### src/rtl/intc_arb_if.sv
`default_nettype none
// ============================================================================
// intc_arb_if : source, configuration and CPU-handshake bundle for intc_arb
// Rev 1.0
// ============================================================================
interface intc_arb_if #(
  parameter int NSRC = 8
);
  logic [NSRC-1:0] src;
  logic            cfg_we;
  logic [3:0]      cfg_addr;
  logic [7:0]      cfg_wdata;
  logic [7:0]      cfg_rdata;
  logic            intr_req;
  logic [3:0]      intr_level;
  logic [7:0]      intr_vec;
  logic            inta_ack;

  modport slave (
    input  src, cfg_we, cfg_addr, cfg_wdata, inta_ack,
    output cfg_rdata, intr_req, intr_level, intr_vec
  );

  modport master (
    output src, cfg_we, cfg_addr, cfg_wdata, inta_ack,
    input  cfg_rdata, intr_req, intr_level, intr_vec
  );
endinterface
`default_nettype wire

### src/rtl/intc_arb.sv
`default_nettype none
// ============================================================================
// intc_arb : priority interrupt arbiter, level/edge sources, vectored request
// Rev 1.0
// ============================================================================
module intc_arb #(
  parameter int NSRC = 8
) (
  input  logic        clk,
  input  logic        rst,
  intc_arb_if.slave   bus
);

  typedef enum logic [1:0] {
    IDLE = 2'd0,
    REQ  = 2'd1,
    HOLD = 2'd2
  } state_t;

  localparam logic [3:0] ADDR_VBASE = 4'd8;
  localparam logic [3:0] ADDR_PEND  = 4'd9;

  state_t          state_q;
  logic [3:0]      pri_q [NSRC];
  logic [NSRC-1:0] edge_q;
  logic [NSRC-1:0] prev_q;
  logic [NSRC-1:0] pend_q;
  logic [NSRC-1:0] pend_d;
  logic [7:0]      vbase_q;
  logic [7:0]      rdata_q;
  logic [7:0]      rdata_d;
  logic            req_q;
  logic [3:0]      level_q;
  logic [7:0]      vec_q;
  logic [2:0]      cur_q;

  logic [NSRC-1:0] pending;
  logic [NSRC-1:0] elig;
  logic [NSRC-1:0] rise;
  logic [NSRC-1:0] w1c;
  logic [NSRC-1:0] ack_clr;
  logic [2:0]      win;
  logic [3:0]      best;
  logic            any_elig;
  logic            ack;

  assign ack  = (state_q == REQ) && bus.inta_ack;
  assign rise = bus.src & ~prev_q;

  // Level sources use the registered sample so both kinds see the same 2-cycle latency.
  always_comb begin
    pending = '0;
    elig    = '0;
    w1c     = '0;
    ack_clr = '0;
    for (int k = 0; k < NSRC; k++) begin
      pending[k] = edge_q[k] ? pend_q[k] : prev_q[k];
      elig[k]    = pending[k] && (pri_q[k] != 4'd0);
      w1c[k]     = bus.cfg_we && (bus.cfg_addr == ADDR_PEND) && bus.cfg_wdata[k];
      ack_clr[k] = ack && (cur_q == 3'(k));
    end
  end

  // A fresh edge always beats a clear (ack or W1C) in the same cycle.
  assign pend_d = edge_q & (rise | (pend_q & ~w1c & ~ack_clr));

  // Strict '>' while scanning upwards keeps the lowest index on a tie.
  always_comb begin
    best = 4'd0;
    win  = 3'd0;
    for (int k = 0; k < NSRC; k++) begin
      if (elig[k] && (pri_q[k] > best)) begin
        best = pri_q[k];
        win  = 3'(k);
      end
    end
  end

  assign any_elig = |elig;

  always_comb begin
    rdata_d = 8'd0;
    for (int k = 0; k < NSRC; k++) begin
      if (bus.cfg_addr == 4'(k)) begin
        rdata_d = {3'b000, edge_q[k], pri_q[k]};
      end
    end
    if (bus.cfg_addr == ADDR_VBASE) rdata_d = vbase_q;
    if (bus.cfg_addr == ADDR_PEND)  rdata_d = 8'(pend_q);
  end

  always_ff @(posedge clk or posedge rst) begin
    if (rst) begin
      for (int k = 0; k < NSRC; k++) pri_q[k] <= 4'd0;
      edge_q  <= '0;
      vbase_q <= 8'd0;
      prev_q  <= '0;
      pend_q  <= '0;
      rdata_q <= 8'd0;
    end else begin
      for (int k = 0; k < NSRC; k++) begin
        if (bus.cfg_we && (bus.cfg_addr == 4'(k))) begin
          pri_q[k]  <= bus.cfg_wdata[3:0];
          edge_q[k] <= bus.cfg_wdata[4];
        end
      end
      if (bus.cfg_we && (bus.cfg_addr == ADDR_VBASE)) vbase_q <= bus.cfg_wdata;
      prev_q  <= bus.src;
      pend_q  <= pend_d;
      rdata_q <= rdata_d;
    end
  end

  // HOLD re-arbitrates on exit, so the request is low for exactly one cycle.
  always_ff @(posedge clk or posedge rst) begin
    if (rst) begin
      state_q <= IDLE;
      req_q   <= 1'b0;
      level_q <= 4'd0;
      vec_q   <= 8'd0;
      cur_q   <= 3'd0;
    end else begin
      if ((state_q == REQ) && bus.inta_ack) begin
        state_q <= HOLD;
        req_q   <= 1'b0;
      end else if (any_elig) begin
        state_q <= REQ;
        req_q   <= 1'b1;
        level_q <= best;
        vec_q   <= vbase_q + 8'(win);
        cur_q   <= win;
      end else begin
        state_q <= IDLE;
        req_q   <= 1'b0;
      end
    end
  end

  assign bus.cfg_rdata  = rdata_q;
  assign bus.intr_req   = req_q;
  assign bus.intr_level = level_q;
  assign bus.intr_vec   = vec_q;

endmodule
`default_nettype wire

### src/flat_wrapper.sv
// flat-port wrapper written by rule: the top's interface ports become plain ports
module intc_arb_flat 
#(
  parameter int NSRC = 8
)
  (clk, rst, bus_src, bus_cfg_we, bus_cfg_addr, bus_cfg_wdata, bus_inta_ack, bus_cfg_rdata, bus_intr_req, bus_intr_level, bus_intr_vec);
  intc_arb_if #(.NSRC(NSRC)) bus_i ();
  input  logic clk;
  input  logic rst;
  input wire logic [$bits(bus_i.src)-1:0] bus_src;
  input wire logic [$bits(bus_i.cfg_we)-1:0] bus_cfg_we;
  input wire logic [$bits(bus_i.cfg_addr)-1:0] bus_cfg_addr;
  input wire logic [$bits(bus_i.cfg_wdata)-1:0] bus_cfg_wdata;
  input wire logic [$bits(bus_i.inta_ack)-1:0] bus_inta_ack;
  output wire logic [$bits(bus_i.cfg_rdata)-1:0] bus_cfg_rdata;
  output wire logic [$bits(bus_i.intr_req)-1:0] bus_intr_req;
  output wire logic [$bits(bus_i.intr_level)-1:0] bus_intr_level;
  output wire logic [$bits(bus_i.intr_vec)-1:0] bus_intr_vec;
  assign bus_i.src = bus_src;
  assign bus_i.cfg_we = bus_cfg_we;
  assign bus_i.cfg_addr = bus_cfg_addr;
  assign bus_i.cfg_wdata = bus_cfg_wdata;
  assign bus_i.inta_ack = bus_inta_ack;
  assign bus_cfg_rdata = bus_i.cfg_rdata;
  assign bus_intr_req = bus_i.intr_req;
  assign bus_intr_level = bus_i.intr_level;
  assign bus_intr_vec = bus_i.intr_vec;
  intc_arb #(.NSRC(NSRC)) u_core (.clk(clk), .rst(rst), .bus(bus_i));
endmodule
### config.mk
export PLATFORM = sky130hd
export DESIGN_NAME = intc_arb_flat
export DESIGN_NICKNAME = d
export VERILOG_FILES = /design/src/rtl/intc_arb_if.sv /design/src/rtl/intc_arb.sv /design/src/flat_wrapper.sv
export SDC_FILE = /design/constraint.sdc
export NUM_CORES = 1
export LEC_CHECK = 0
export CAP_MARGIN = 20
export CORE_MARGIN = 10
export CORE_UTILIZATION = 61
export CTS_BUF_LIST = sky130_fd_sc_hd__clkbuf_4
export DETAILED_ROUTE_END_ITERATION = 6
export PLACE_DENSITY = 0.86
export SLEW_MARGIN = 20
export SYNTH_ARGS = -nofsm -noshare
export SYNTH_HDL_FRONTEND = slang
export SYNTH_SLANG_ARGS = --single-unit
### constraint.sdc
create_clock -name clk -period 15.9 [get_ports clk]
set_clock_uncertainty 0.15 [all_clocks]
set_input_delay 1.59 -clock clk [delete_from_list [all_inputs] [get_ports clk]]
set_output_delay 1.59 -clock clk [all_outputs]
set_load 0.03 [all_outputs]
==> results.yml, run 1 <==
routing:
  via_count: 4859
  drt-pass1-iter-count: 6
  drc: 0
  drt.antenna.violating_nets: 0
  via_per_inst: 6.58
  wirelength_microns: 15300
  routedWlPerCell_microns: 20.7
  drtIter0Drc: 563
timing:
  min_period_over_period_pct: 92.4
  max-slew-margin-rel_pct: 30.7
  worst_pin_slew_ns: 1.04
  rsz0062_at_grt: "false"
  setup_viol: 0
  fmax_mhz: 68.0
  holdWs_ns: 0.368
  hold_violations: 0
  period_needed_ns: 14.70
  finalSetupTns_ns: 0
  slew_violations: 0
place:
  gp_congestion: 0.975
  dp_hpwl_microns: 11600
  io_buffer_count: 44
worst_setup_path:
  timing_worst_setup_path_type: "reg -> reg"
  r2r_end: "u_core.bus.intr_vec[7]"
  endpoint_kind: "flop"
  start_kind: "flop"
  critPathMostFrequentCell: "ha_1"
  r2r_start: "u_core.edge_q[0]"
  required_ns: 16.02
  cp_slowest_cell: "o211ai_1"
  reg2reg_depth: 63
  rrSetupSlack_ns: 1.20
  crit_arrival_ns: 14.82
  critPathMaxStageDelay_ns: 0.55
  cp_max_fo: 11
worst_hold_path:
  worstHoldStart: "u_core.state_q[1]"
  hp-class: "reg -> reg"
  whs_path_depth: 1
  holdPathEnd: "u_core.state_q[1]"
global_routing:
  use_met3_pct: 3.47
  grt_max_degree: 90
  grtUsageMet2_pct: 39.0
  grt_pass1_wl_microns: 25400
  grt.busiest_layer: "met2"
  grt_pass1_vias: 4925
  grt_use_met1_pct: 29.2
  grt_antenna_before_repair: 0
  grt_use_total_pct: 23.2
  grt_overflow: 0
synthesis:
  synth_warnings: 0
  syn-num-nets: 641
  synth_edf_count: 0
  syn_inst: 589
  seq_area_frac_synth_pct: 38.7
  synth_async_sr_flop_share_pct: 100
  avgSynthCellArea_sq_um: 9.77
  yosys_register_bits: 89
  synth_ff_type: "dfrtp_1"
  yosys.cell_types.count: 80
  syn-cell-area_sq_um: 5750
clocking:
  cts_root_buf: "clkbuf_4"
  clkTransAtPathRegs_ns: 0.13
  post_cts_buffers: 0
  cts_tree: "done"
  cts_buffer_depth: 2
  h-tree-depth: 3
  holdBufCountCts: 0
  cts_resized: 0
  cts_sinks: 89
  numCtsBuffers: 9
  clk_latency_ns: 0.42
floorplan:
  die_area_sq_um: 13700
  io_pins: 45
  start_util_pct: 62.6
  rows: 35
  fp.dieH_microns: 117
  core_sq_um: 9200
  die_w_microns: 117
finish:
  fin_util_pct: 69.9
  nNetsFinal: 675
  drive_gt1_share_pct: 15.8
  antenna_cells: 0
  layout_common_cells: "dfrtp_1, nand2_1, mux2_2, clkdlybuf4s50_1, nor2_1"
  num-fill-cells: 664
  layout_commonest_cell: "dfrtp_1"
  area_growth_pct: 11.7
run_status:
  status: "finished clean"
pwr:
  p_leak_nw: 2.72
  p_per_area_nw_per_um2: 173
  irDropWorstVdd_mv: 0.130
  finalPower_mw: 1.11
job:
  drv_cap: 0
-- Yosys cell counts, types with 5 or more instances --
master    number  area share [%]
dfrtp_1       89              39
a21oi_1       29             2.5
mux2i_1       19             3.3
nor2b_1       16             1.7
nand3_1       14             1.2
a22oi_1        9             1.2
nand2_1       53             3.5
a211oi_1       5            0.65
o21a_1        10             1.3
inv_1         29             1.9
o21ai_0       33             2.9
a211oi_2       5             1.1
nand2b_1       7            0.76
xnor2_1        5            0.76
ha_1          27             5.9
o22ai_1        5            0.54
mux2_2        52              10
buf_1          5            0.33
and2_1         6            0.65
nor2_1        42             2.7
a21o_1        10             1.3
clkbuf_1      15            0.98
o211ai_1       6            0.78
o21ai_1        7            0.61
nand4_1        8            0.87
-- registers in the layout, indices dropped and copies added, names as in the netlist --
| name | flops |
|---|---|
| u_core.pri_q | 32 |
| u_core.bus.cfg_rdata | 8 |
| u_core.bus.intr_vec | 8 |
| u_core.edge_q | 8 |
| u_core.pend_q | 8 |
| u_core.prev_q | 8 |
| u_core.vbase_q | 8 |
| u_core.bus.intr_level | 4 |
| u_core.cur_q | 3 |
| u_core.state_q | 2 |
-- through the flow --
| step | cells | worst slack, ns | area (sq um) |
|---|---|---|---|
| 2_1_floorplan | 589 | 3.01 | 5750 |
| 3_3_place_gp | 723 | 1.97 | 6260 |
| 3_5_place_dp | 723 | 1.35 | 6260 |
| 4_1_cts | 739 | 1.33 | 6420 |
| 5_1_grt | 739 | 0.0146 | 6420 |
| 6_report | 739 | 1.20 | 6420 |
-- routing by layer --
metal  part of all wire (%)  routed length (microns)
met3                    7.1                     1090
met5                      0                        0
met2                     48                     7380
met4                    3.9                      589
met1                     41                     6230
-- kinds of logic after synthesis --
family | synth area share (%)
XOR/XNOR | 1.07
AO/OA/AOI/OAI | 20.2
flip-flops | 38.7
adder cells (fa/ha/maj) | 6.22
AND/OR/NAND/NOR | 15.8
multiplexers | 14.3
buffers and inverters | 3.72
-- critical path, delay by kind of cell, from the launching register on --
family	cells	cell delay [ns]
multiplexers	3	1.00
XOR/XNOR	1	0.16
buffers and inverters	3	0.42
adder cells (fa/ha/maj)	8	2.41
AO/OA/AOI/OAI	30	6.43
AND/OR/NAND/NOR	18	3.53
flip-flops	1	0.44
-- how the worst max path moves through the flow --
stage                          start                endpoint  slack (ns)  cells after the start
global placement    u_core.edge_q[0]  u_core.bus.intr_vec[7]        1.97                     63
CTS                 u_core.edge_q[0]  u_core.bus.intr_vec[7]        1.33                     64
global route        u_core.edge_q[0]  u_core.bus.intr_vec[7]        0.01                     66
finish              u_core.edge_q[0]  u_core.bus.intr_vec[7]        1.20                     63
floorplan           u_core.edge_q[0]  u_core.bus.intr_vec[7]        3.01                     63
detailed placement  u_core.edge_q[0]  u_core.bus.intr_vec[7]        1.35                     61
-- report_power, final --
part / total [mW] / switching [mW] / internal [mW]
combinational: 0.618 / 0.345 / 0.273
clock: 0.140 / 0.0759 / 0.0646
sequential: 0.353 / 0.0697 / 0.283
total: 1.11 / 0.491 / 0.620
-- layout make-up --
class / count / area (sq um) / area share, %
clock buffer: 10 / 75.1 / 1.17
clock inverter: 6 / 82.6 / 1.29
inverter: 30 / 114 / 1.77
multi-input combinational: 446 / 3320 / 51.7
sequential: 89 / 2230 / 34.7
tap: 111 / 139 / 2.16
timing repair buffer: 47 / 467 / 7.27
No activity file was read; power rests on OpenSTA's default activity.
==> inputs of run 2 (changes only) <==
- TNS_END_PERCENT: not set -> 30
==> results of run 2 <==
No change in the layout: final DEF, timing and power equal those of run 1.
==> inputs of run 3 (changes only) <==
- clock period: 15.9 -> 15.5 ns (I/O delays scaled with it)
==> run 3 against run 2 <==
Net effect:
- register-to-register slack worse by 0.08 ns
- hold slack better by 0.0092 ns
- global-route usage about the same
- largest cell class unchanged
- highest routed layer unchanged
==> results.yml, run 3 (synthesis results as in run 1) <==
pwr:
  clkPwrFrac_pct: 11.4
  irDropWorstVdd_mv: 0.135
  p_sw_uw: 506
  p_leak_nw: 2.72
  swShare_pct: 44.8
  power_frac_comb_pct: 56.6
  p_per_area_nw_per_um2: 176
  sequentialPowerShare_pct: 32.1
  p_int_uw: 624
timing:
  finalSetupTns_ns: 0
  rsz0062_at_grt: "false"
  setup_viol: 0
  hold_violations: 0
  max-slew-margin-rel_pct: 31.4
  holdWs_ns: 0.377
  fmax_mhz: 69.5
  slew_violations: 0
  worst_pin_slew_ns: 1.03
  period_needed_ns: 14.38
  min_period_over_period_pct: 92.8
finish:
  num-fill-cells: 682
  register_area_sq_um: 2230
  area_growth_pct: 11.7
  largest_register_ffs: 32
  antenna_cells: 0
  layout_common_cells: "dfrtp_1, nand2_1, mux2_2, clkdlybuf4s50_1, nor2_1"
  final_area_sq_um: 6430
  regMostFlops: "u_core.pri_q"
  layout_commonest_cell: "dfrtp_1"
  multi_input_area_sq_um: 3320
  nNetsFinal: 678
  drive_gt1_share_pct: 16.5
place:
  dp_hpwl_microns: 11500
  io_buffer_count: 44
  gp_congestion: 0.975
  placed_cell_area_sq_um: 6260
worst_setup_path:
  timing_worst_setup_path_type: "reg -> reg"
  crit_arrival_ns: 14.53
  r2r_start: "u_core.edge_q[0]"
  critPathMostFrequentCell: "ha_1"
  critPathBufInv: 5
  cp_max_fo: 11
  required_ns: 15.64
  cp_slowest_cell: "or4b_1"
  endpoint_kind: "flop"
  startpoint: "u_core.edge_q[0]"
  critPathMaxStageDelay_ns: 0.50
  critical_path.top_delay_family: "compound AO/OA/AOI/OAI gates"
  start_kind: "flop"
routing:
  via_per_inst: 6.62
  drt.antenna.violating_nets: 0
  drt-pass1-iter-count: 5
  via_count: 4914
  wirelength_microns: 15200
  drtIter0Drc: 527
  routedWlPerCell_microns: 20.5
  drc: 0
floorplan:
  die_w_microns: 117
  io_pins: 45
  core_sq_um: 9200
  start_util_pct: 62.6
  fp.dieH_microns: 117
  rows: 35
  die_area_sq_um: 13700
global_routing:
  grtUsageMet2_pct: 38.3
  grt.busiest_layer: "met2"
  grt_max_degree: 90
  grt_pass1_wl_microns: 25000
  grt_antenna_before_repair: 0
  grt_use_total_pct: 23.2
  grt_use_met1_pct: 28.5
  grt_pass1_vias: 4946
  grt_overflow: 0
  use_met3_pct: 4.99
worst_hold_path:
  hp-class: "reg -> reg"
  worstHoldStart: "u_core.state_q[1]"
job:
  drv_cap: 0
clocking:
  holdBufCountCts: 0
  cts_tree: "done"
  clk_latency_ns: 0.44
  cts_sinks: 89
  numCtsBuffers: 9
  cts_buffer_depth: 2
  clkTransAtPathRegs_ns: 0.14
  h-tree-depth: 3
  cts_root_buf: "clkbuf_4"
run_status:
  status: "finished clean"
==> run 3: changes by cell type in the layout (fill, tap and decap cells not counted) <==
cell	before	now
a21oi_1	29	28
bufinv_16	2	1
clkinv_1	2	1
buf_4	2	5
clkinv_2	1	3
a21oi_2	2	3
==> run 3: final timing paths <==
| kind | endpoint | cells past startpoint | slack, ns |
|---|---|---|---|
| max | u_core.bus.intr_vec[7] | 65 | 1.12 |
| min | u_core.state_q[1] | 1 | 0.38 |
| max reg2reg | u_core.bus.intr_vec[7] | 65 | 1.12 |
| min reg2reg | u_core.state_q[1] | 1 | 0.38 |
| max in group asynchronous | u_core.vbase_q[6] | 3 | 13.20 |
| min in group asynchronous | u_core.pri_q[27] | 3 | 1.49 |
==> run 3: area by class of cell <==
type	instances	area share [%]
multi-input combinational	446	51.7
sequential	89	34.7
timing repair buffer	50	7.61
tap	111	2.16
inverter	30	1.77
clock buffer	10	1.17
clock inverter	6	0.915
==> run 3: routing by layer <==
metal / vias to the layer above / routed length (microns)
met5: - / 0
met2: 235 / 7330
met4: 0 / 586
met3: 59 / 1070
met1: 2382 / 6220
li1: 2238 / -
==> run 3: power groups by stage <==
stage	clock network [mW]	logic (mW)	registers, mW
after floorplan	0	0.440	0.374
after global routing	0.140	0.707	0.369
after CTS	0.130	0.630	0.359
final	0.128	0.639	0.362
after global placement	0	0.604	0.361
after detailed placement	0	0.626	0.363
==> run 3: through the flow <==
step	instances	setup slack (ns)	util [%]	power, mW
2_1_floorplan	589	2.61	-	0.814
3_3_place_gp	723	1.57	68.1	0.964
3_5_place_dp	723	0.919	68.1	0.990
4_1_cts	739	0.879	69.6	1.12
5_1_grt	742	0.122	69.9	1.22
6_report	742	1.12	69.9	1.13
==> run 3: repair_timing <==
item / CTS / global route
hold endpoints to repair: 0 / 0
resized for setup: 0 / 1
endpoints found under the setup margin: 0 / 5
buffers inserted: 0 / 3
